### config.mk
export PLATFORM = sky130hd
export DESIGN_NAME = fetch_stage
export DESIGN_NICKNAME = d
export VERILOG_FILES = /design/src/rtl/fetch_stage.sv
export SDC_FILE = /design/constraint.sdc
export NUM_CORES = 1
export LEC_CHECK = 0
export CELL_PAD_IN_SITES_DETAIL_PLACEMENT = 0
export CELL_PAD_IN_SITES_GLOBAL_PLACEMENT = 1
export CORE_ASPECT_RATIO = 0.75
export CORE_MARGIN = 2
export CORE_UTILIZATION = 35
export DETAILED_ROUTE_END_ITERATION = 8
export PLACE_DENSITY_LB_ADDON = 0.2
export SLEW_MARGIN = 10
export SYNTH_ARGS = -nofsm -noshare
export SYNTH_HDL_FRONTEND = slang
export SYNTH_SLANG_ARGS = --single-unit
### constraint.sdc
create_clock -name clk -period 2.6 [get_ports clk]
set_input_delay 0.26 -clock clk [delete_from_list [all_inputs] [get_ports clk]]
set_output_delay 0.26 -clock clk [all_outputs]
set_load 0.1 [all_outputs]
### src/rtl/fetch_stage.sv
`default_nettype none
// ============================================================================
// Module   : fetch_stage
// Purpose  : Instruction-fetch stage. Owns the program counter and drives the
//            instruction-memory byte address from it. Latches the returned
//            instruction into the IF/ID register. Handles hazard stalls,
//            redirects (one bubble) and a HALT state.
// Revision : 1.0 - initial release
// ----------------------------------------------------------------------------
// Ports:
//   clk            in   1   rising-edge clock
//   rst_n          in   1   asynchronous active-low reset
//   stall          in   1   hold PC and IF/ID (RUN only)
//   flush          in   1   redirect PC to target, insert bubble
//   target         in   8   redirect byte address
//   halt_req       in   1   enter HALT (RUN only, flush has priority)
//   imem_addr      out  8   byte address to instruction memory (= PC reg)
//   imem_data      in   32  combinational instruction for imem_addr
//   ifid_instr     out  32  latched instruction
//   ifid_pc        out  8   PC of ifid_instr
//   ifid_pc_plus4  out  8   ifid_pc + 4 (mod 256)
//   ifid_valid     out  1   ifid_instr is a real fetched instruction
//   halted         out  1   high while in HALT
//   fetch_count    out  16  saturating count of valid instructions latched
//   misalign_err   out  1   sticky misaligned-redirect flag
//                           (only with FETCH_ALIGN_CHECK_EN)
// Build option:
//   FETCH_ALIGN_CHECK_EN - when defined, redirect targets are word-aligned
//                          and misaligned redirects set misalign_err.
// ============================================================================
module fetch_stage #(
  parameter logic [7:0]  RESET_PC  = 8'h00,
  parameter logic [31:0] NOP_INSTR = 32'h0000_0000
) (
  input  logic        clk,
  input  logic        rst_n,
  input  logic        stall,
  input  logic        flush,
  input  logic [7:0]  target,
  input  logic        halt_req,
  output logic [7:0]  imem_addr,
  input  logic [31:0] imem_data,
  output logic [31:0] ifid_instr,
  output logic [7:0]  ifid_pc,
  output logic [7:0]  ifid_pc_plus4,
  output logic        ifid_valid,
  output logic        halted,
`ifdef FETCH_ALIGN_CHECK_EN
  output logic        misalign_err,
`endif
  output logic [15:0] fetch_count
);

  typedef enum logic [0:0] {
    ST_RUN  = 1'b0,
    ST_HALT = 1'b1
  } state_t;

  state_t      state_q, state_d;
  logic [7:0]  pc_q, pc_d;
  logic [31:0] instr_q, instr_d;
  logic [7:0]  ipc_q, ipc_d;
  logic [7:0]  ipc4_q, ipc4_d;
  logic        valid_q, valid_d;
  logic [15:0] count_q, count_d;
`ifdef FETCH_ALIGN_CHECK_EN
  logic        mis_q, mis_d;
`endif

  // Priority: flush > halt_req > stall > normal fetch. HALT holds everything
  // until a flush (or reset) brings the stage back to RUN.
  always_comb begin
    state_d = state_q;
    pc_d    = pc_q;
    instr_d = instr_q;
    ipc_d   = ipc_q;
    ipc4_d  = ipc4_q;
    valid_d = valid_q;
    count_d = count_q;
`ifdef FETCH_ALIGN_CHECK_EN
    mis_d   = mis_q;
`endif
    if (flush) begin
      state_d = ST_RUN;
      instr_d = NOP_INSTR;
      valid_d = 1'b0;
`ifdef FETCH_ALIGN_CHECK_EN
      pc_d = {target[7:2], 2'b00};
      if (target[1:0] != 2'b00) begin
        mis_d = 1'b1;
      end
`else
      // Word-addressed memory ignores bits [1:0]; keep target as given.
      pc_d = target;
`endif
    end else if (state_q == ST_RUN) begin
      if (halt_req) begin
        state_d = ST_HALT;
        instr_d = NOP_INSTR;
        valid_d = 1'b0;
      end else if (!stall) begin
        instr_d = imem_data;
        ipc_d   = pc_q;
        ipc4_d  = pc_q + 8'd4;
        valid_d = 1'b1;
        pc_d    = pc_q + 8'd4;
        if (count_q != 16'hFFFF) begin
          count_d = count_q + 16'd1;
        end
      end
    end
  end

  always_ff @(posedge clk or negedge rst_n) begin
    if (!rst_n) begin
      state_q <= ST_RUN;
      pc_q    <= RESET_PC;
      instr_q <= NOP_INSTR;
      ipc_q   <= 8'h00;
      ipc4_q  <= 8'h00;
      valid_q <= 1'b0;
      count_q <= 16'h0000;
`ifdef FETCH_ALIGN_CHECK_EN
      mis_q   <= 1'b0;
`endif
    end else begin
      state_q <= state_d;
      pc_q    <= pc_d;
      instr_q <= instr_d;
      ipc_q   <= ipc_d;
      ipc4_q  <= ipc4_d;
      valid_q <= valid_d;
      count_q <= count_d;
`ifdef FETCH_ALIGN_CHECK_EN
      mis_q   <= mis_d;
`endif
    end
  end

  assign imem_addr     = pc_q;
  assign ifid_instr    = instr_q;
  assign ifid_pc       = ipc_q;
  assign ifid_pc_plus4 = ipc4_q;
  assign ifid_valid    = valid_q;
  assign halted        = (state_q == ST_HALT);
  assign fetch_count   = count_q;
`ifdef FETCH_ALIGN_CHECK_EN
  assign misalign_err  = mis_q;
`endif

endmodule
`default_nettype wire

# == Word-level counts from Yosys, hierarchy flattened ==
# Cells that the tools add are included.
# word_totals
register_bits,74
in_bits,45
out_inout_bits,74
word_cells,37
# classes
addsub,2
n_eq_ne,5
n_mux,15
n_bitwise,4
reduce_logical,4
# op_table
op,n
$mux W32,4
$mux W8,4
$add A16 B1 Y16 const B,1
$ne A16 B16 Y1 const B,1
$add A8 B3 Y8 const B,1
$mux W1,7
$reduce_and A5 Y1,1
$ne A2 B2 Y1 const B,2
$not A1 Y1,4
$reduce_and A4 Y1,1
$ne A3 B1 Y1 const B,1
$reduce_and A3 Y1,1
$ne A2 B1 Y1 const B,1
$reduce_and A2 Y1,1

# == Logic depth before layout (Yosys ltp) ==
# logic_depth
word_depth,5
mapped_depth,7
ltp_nobuf,5

# == Worst setup path after synthesis ==
# No wires, ideal clock.
# synth_path
path_kind,register -> register
start,"reg count_q[0], in the netlist fetch_count[0]"
end,"reg count_q[9], in the netlist fetch_count[9]"
setup_ns,0.163
t_arrival_ns,2.184
t_required_ns,2.437
slack_ns,0.253
path_stages_with_launch,7
path_buffers,1
period_less_slack_ns,2.347
cell_sequence,dfrtp_1 ha_1 nand4_1 nor4_1 buf_2 nor4_1 xor2_1
# synth_between
elab_chain_cells,2
elab_cells_between_ends,3
cone_classes,add/sub: 1; eq/ne: 1; reduce/logical: 1
# synth_rtl
element,line_no,rtl
"start, declared",65,"logic [15:0] count_q, count_d;"
"start signal, assigned",133,count_q <= count_d;
"parallel branches: the longest is 2 deep, another holds $add A16 B1 Y16",n/a,
# Parallel ways; which one is timed is not known.
# A chain may end at the register's enable or synchronous reset.

# == Worst setup path in the final report ==
# layout_path
start,in halt_req
end,"reg count_q[12], in the netlist fetch_count[12]"
# layout_between
elab_chain_cells,2
# layout_rtl
element,line_no,rtl
"start, declared",40,"input logic halt_req,"
$not A1 Y1 (no source line),n/a,
$reduce_and A5 Y1 (no source line),n/a,
# Every way passes these cells.

==> impl_results.rst <==
.. list-table::
   :header-rows: 1

   * - Metric
     - Value
   * - Antenna violations before repair
     - 0
   * - Vias per inst
     - between 4 and 5
   * - Fraction of registers with async set/reset
     - 100.0%
   * - Flip-flop and latch area
     - 0.001802 sq mm
   * - Detailed-route wire length
     - about 7200 um
   * - Clock input transition at the sequential cells of the worst setup and hold paths
     - 0.07 ns
   * - Layout Nets
     - 418
   * - Number of DRC markers in iteration 0
     - 73
   * - Number of top-level design ports
     - 119
   * - Seq/Total Area, Yosys
     - 61.33%
   * - Inserted Diodes
     - 0
   * - Distinct cells, synth
     - 30
   * - Final Slew Violations
     - 0
   * - Crit share post-route
     - between 70% and 80%
   * - Number of endpoints failing setup at the final stage
     - 0
   * - Main synth FF type
     - sky130_fd_sc_hd__dfrtp_1
   * - Number of buffers between clock root and the deepest sink
     - 2
   * - Launching element type of the critical path
     - input pin
   * - # hold bufs at CTS
     - 0
   * - Synthesized netlist net count
     - 300
   * - Reported max-cap violation count
     - 0
   * - Maximum number of pins on one net before global-route repair
     - 73
   * - R2r startpoint
     - halted
   * - Lkg Pwr
     - 0.002099 uW
   * - Library cell occupying the most area in the post-synthesis netlist
     - sky130_fd_sc_hd__dfrtp_1
   * - Min cycle time layout
     - 2.026 ns
   * - Top post-synthesis cells by area
     - sky130_fd_sc_hd__dfrtp_1 61%, sky130_fd_sc_hd__a22o_1 9.5%, sky130_fd_sc_hd__nand2_1 5.6%
   * - Top-area cell type share of the netlist area
     - 61.33%
   * - Dominant cell by count in the synthesized netlist
     - sky130_fd_sc_hd__dfrtp_1
   * - Worst slew slack as a fraction of its limit
     - 39.52%
   * - Fill cell total of the finished layout
     - 757
   * - Area growth, synth to finish
     - 44.89%
   * - Number of storage elements in the synthesis netlist
     - 72
   * - Post-synthesis average cell area
     - ~12 sq um
   * - Count of antenna-violating nets left after detailed routing
     - 0
   * - Post-route clock skew
     - 0.005356 ns
   * - Global-route wire length before repair
     - 11440 um
   * - Weighted congestion at the end of routability-driven global placement
     - 0.7594
   * - Area of the die
     - around 0.0092 sq mm
   * - # H-tree levels
     - 3
   * - Worst R2R Path Depth
     - 4
   * - VDD IR max
     - 0.0008881 V
   * - Critical path class
     - input pin to flop
   * - EDFF count, synth
     - 0
   * - Post-layout power
     - 3738 uW
   * - Number of sinks driven by the clock tree
     - 72
   * - Final HPWL from detailed placement
     - 4761 um
   * - Yosys synthesis warning count
     - 0
   * - Std cell rows
     - 28
   * - Average wire per cell in the routed design
     - approximately 15 um
   * - Post-synthesis instance total
     - 253
   * - Ratio of cells with drive above 1 in the final layout
     - 27.20%
   * - First-pass iteration count of the detailed router
     - 4
   * - Clock Root Buffer
     - sky130_fd_sc_hd__clkbuf_8
   * - Endpoints failing hold
     - 0
   * - Die Ht
     - 83.35 um
   * - Endpoint arrival time on the critical path
     - 2.25 ns
   * - Count of port buffers added during placement
     - 118
   * - Worst setup path startpoint
     - halt_req
   * - Total via count after detailed routing
     - 2297
   * - Area used by multi-input combinational logic
     - 0.001070 sq mm
   * - Clock tree from TritonCTS
     - yes
   * - Min-Delay Path Class
     - input pin to asynchronous set/reset pin
   * - Crit path max fanout
     - 13
   * - Total GRT Usage
     - between 15 and 20%
   * - Vias in the first global route
     - 2278
   * - Total overflow reported by the global router
     - 0
   * - Worst reg-to-reg setup slack
     - 0.58 ns
   * - Number of buffers created by CTS
     - 9
   * - Post-CTS Resized
     - 0
   * - Buffer count from post-CTS setup fixing
     - 0
   * - Total negative setup slack
     - 0 ns
   * - Number of design rule violations left after detail routing
     - 0
   * - Floorplan core area
     - about 0.008 sq mm
   * - Initial standard-cell utilization of the core
     - 36.62%
   * - Worst reg2reg endpoint
     - fetch_count[12]
   * - Post-synthesis instance area
     - 0.002938 sq mm
   * - Result of the run
     - finished clean
   * - Setup repair after global routing missed its margin
     - no
   * - Top cells by count, synth
     - 72 x sky130_fd_sc_hd__dfrtp_1, 44 x sky130_fd_sc_hd__nand2_1, 32 x sky130_fd_sc_hd__a22o_1, 17 x sky130_fd_sc_hd__xor2_1, 11 x sky130_fd_sc_hd__nor2_1
   * - Crit end category
     - flop
   * - Worst-Margin Slew
     - 0.9073 ns
   * - Maximum clock frequency
     - 0.4936 GHz
   * - Insertion delay to the later sink of the worst-skew pair
     - between 0.3 and 0.4 ns
   * - PD cells
     - 878.1 mW/mm^2
   * - Die outline width
     - approximately 110 um
   * - CP Data Required Time
     - 2.82 ns
[flip-flops by register name (all words and copies together), names as in the netlist]
signal / cells
fetch_count: 16
ifid_pc_plus4: 6
imem_addr: 8
ifid_instr: 32
ifid_valid: 1
ifid_pc: 8
halted: 1
[stage by stage]
stage / hold slack, ns / instance area [sq um] / setup slack, ns / instances / utilization (%)
6_report: 0.02758 / 4257 / 0.5741 / 480 / 53.06
3_5_place_dp: 0.4592 / 4038 / 0.1999 / 465 / 50.33
5_1_grt: 0.09848 / 4257 / 0.4897 / 480 / 53.06
2_1_floorplan: -0.03559 / 2938 / 0.2530 / 253 / -
3_3_place_gp: 0.4576 / 4038 / 0.2364 / 465 / 50.33
4_1_cts: 0.08042 / 4257 / 0.5702 / 480 / 53.06
[power breakdown]
group          total [uW]  switching [uW]  internal (uW)  leakage, uW
Clock                 986             425            561     0.000108
Combinational        1410            1100            303      0.00104
Sequential           1350             111           1240     0.000948
[cell type report]
type,instances,area share [%]
timing repair buffer,123,24.22
multi-input combinational,164,25.13
tap,105,3.086
sequential,72,42.33
inverter,1,0.08818
clock inverter,5,1.911
clock buffer,10,3.233
[cell families after synthesis]
family / after synthesis / synth area share, %
AOI/OAI and AO/OA: 46 / 12.01
xor gates and xnor gates: 24 / 7.155
adders and majority gates: 2 / 0.8517
buffers and inverters: 17 / 2.640
DFF: 72 / 61.33
muxes: 4 / 1.491
and+or+nand+nor: 88 / 14.52
[worst max path at each step]
stage | endpoint
floorplan | fetch_count[9]
global placement | fetch_count[12]
detailed placement | fetch_count[12]
CTS | fetch_count[12]
global route | fetch_count[12]
finish | fetch_count[12]
[per-layer routing]
layer	part of all wire (%)	vias up	global-route usage (%)
met5	0	-	0
met4	0.89	0	3.452
met3	7.7	9	6.672
met2	43	79	22.64
met1	49	1085	22.49
li1	-	1124	-
[placed cells by master (no fill, tap or decap), types with 5 or more instances in the layout]
cell and count:
sky130_fd_sc_hd__nor3_1 6, sky130_fd_sc_hd__xnor2_1 7, sky130_fd_sc_hd__clkdlybuf4s50_1 43, sky130_fd_sc_hd__nor4_1 5, sky130_fd_sc_hd__nand3_1 5, sky130_fd_sc_hd__xor2_1 17, sky130_fd_sc_hd__a22o_1 32, sky130_fd_sc_hd__nand2_1 44
sky130_fd_sc_hd__dfrtp_1 72, sky130_fd_sc_hd__buf_4 80, sky130_fd_sc_hd__nand4_1 5, sky130_fd_sc_hd__clkbuf_8 10, sky130_fd_sc_hd__nor2_1 10, sky130_fd_sc_hd__o21ai_0 9
[critical path, stage by stage]
cell	delay, ns
sky130_fd_sc_hd__clkdlybuf4s50_1	0.54
sky130_fd_sc_hd__nor3_4	0.32
sky130_fd_sc_hd__nand2b_1	0.35
sky130_fd_sc_hd__or4_1	0.63
sky130_fd_sc_hd__xnor2_1	0.15
Power figures use the tool's default switching activity.
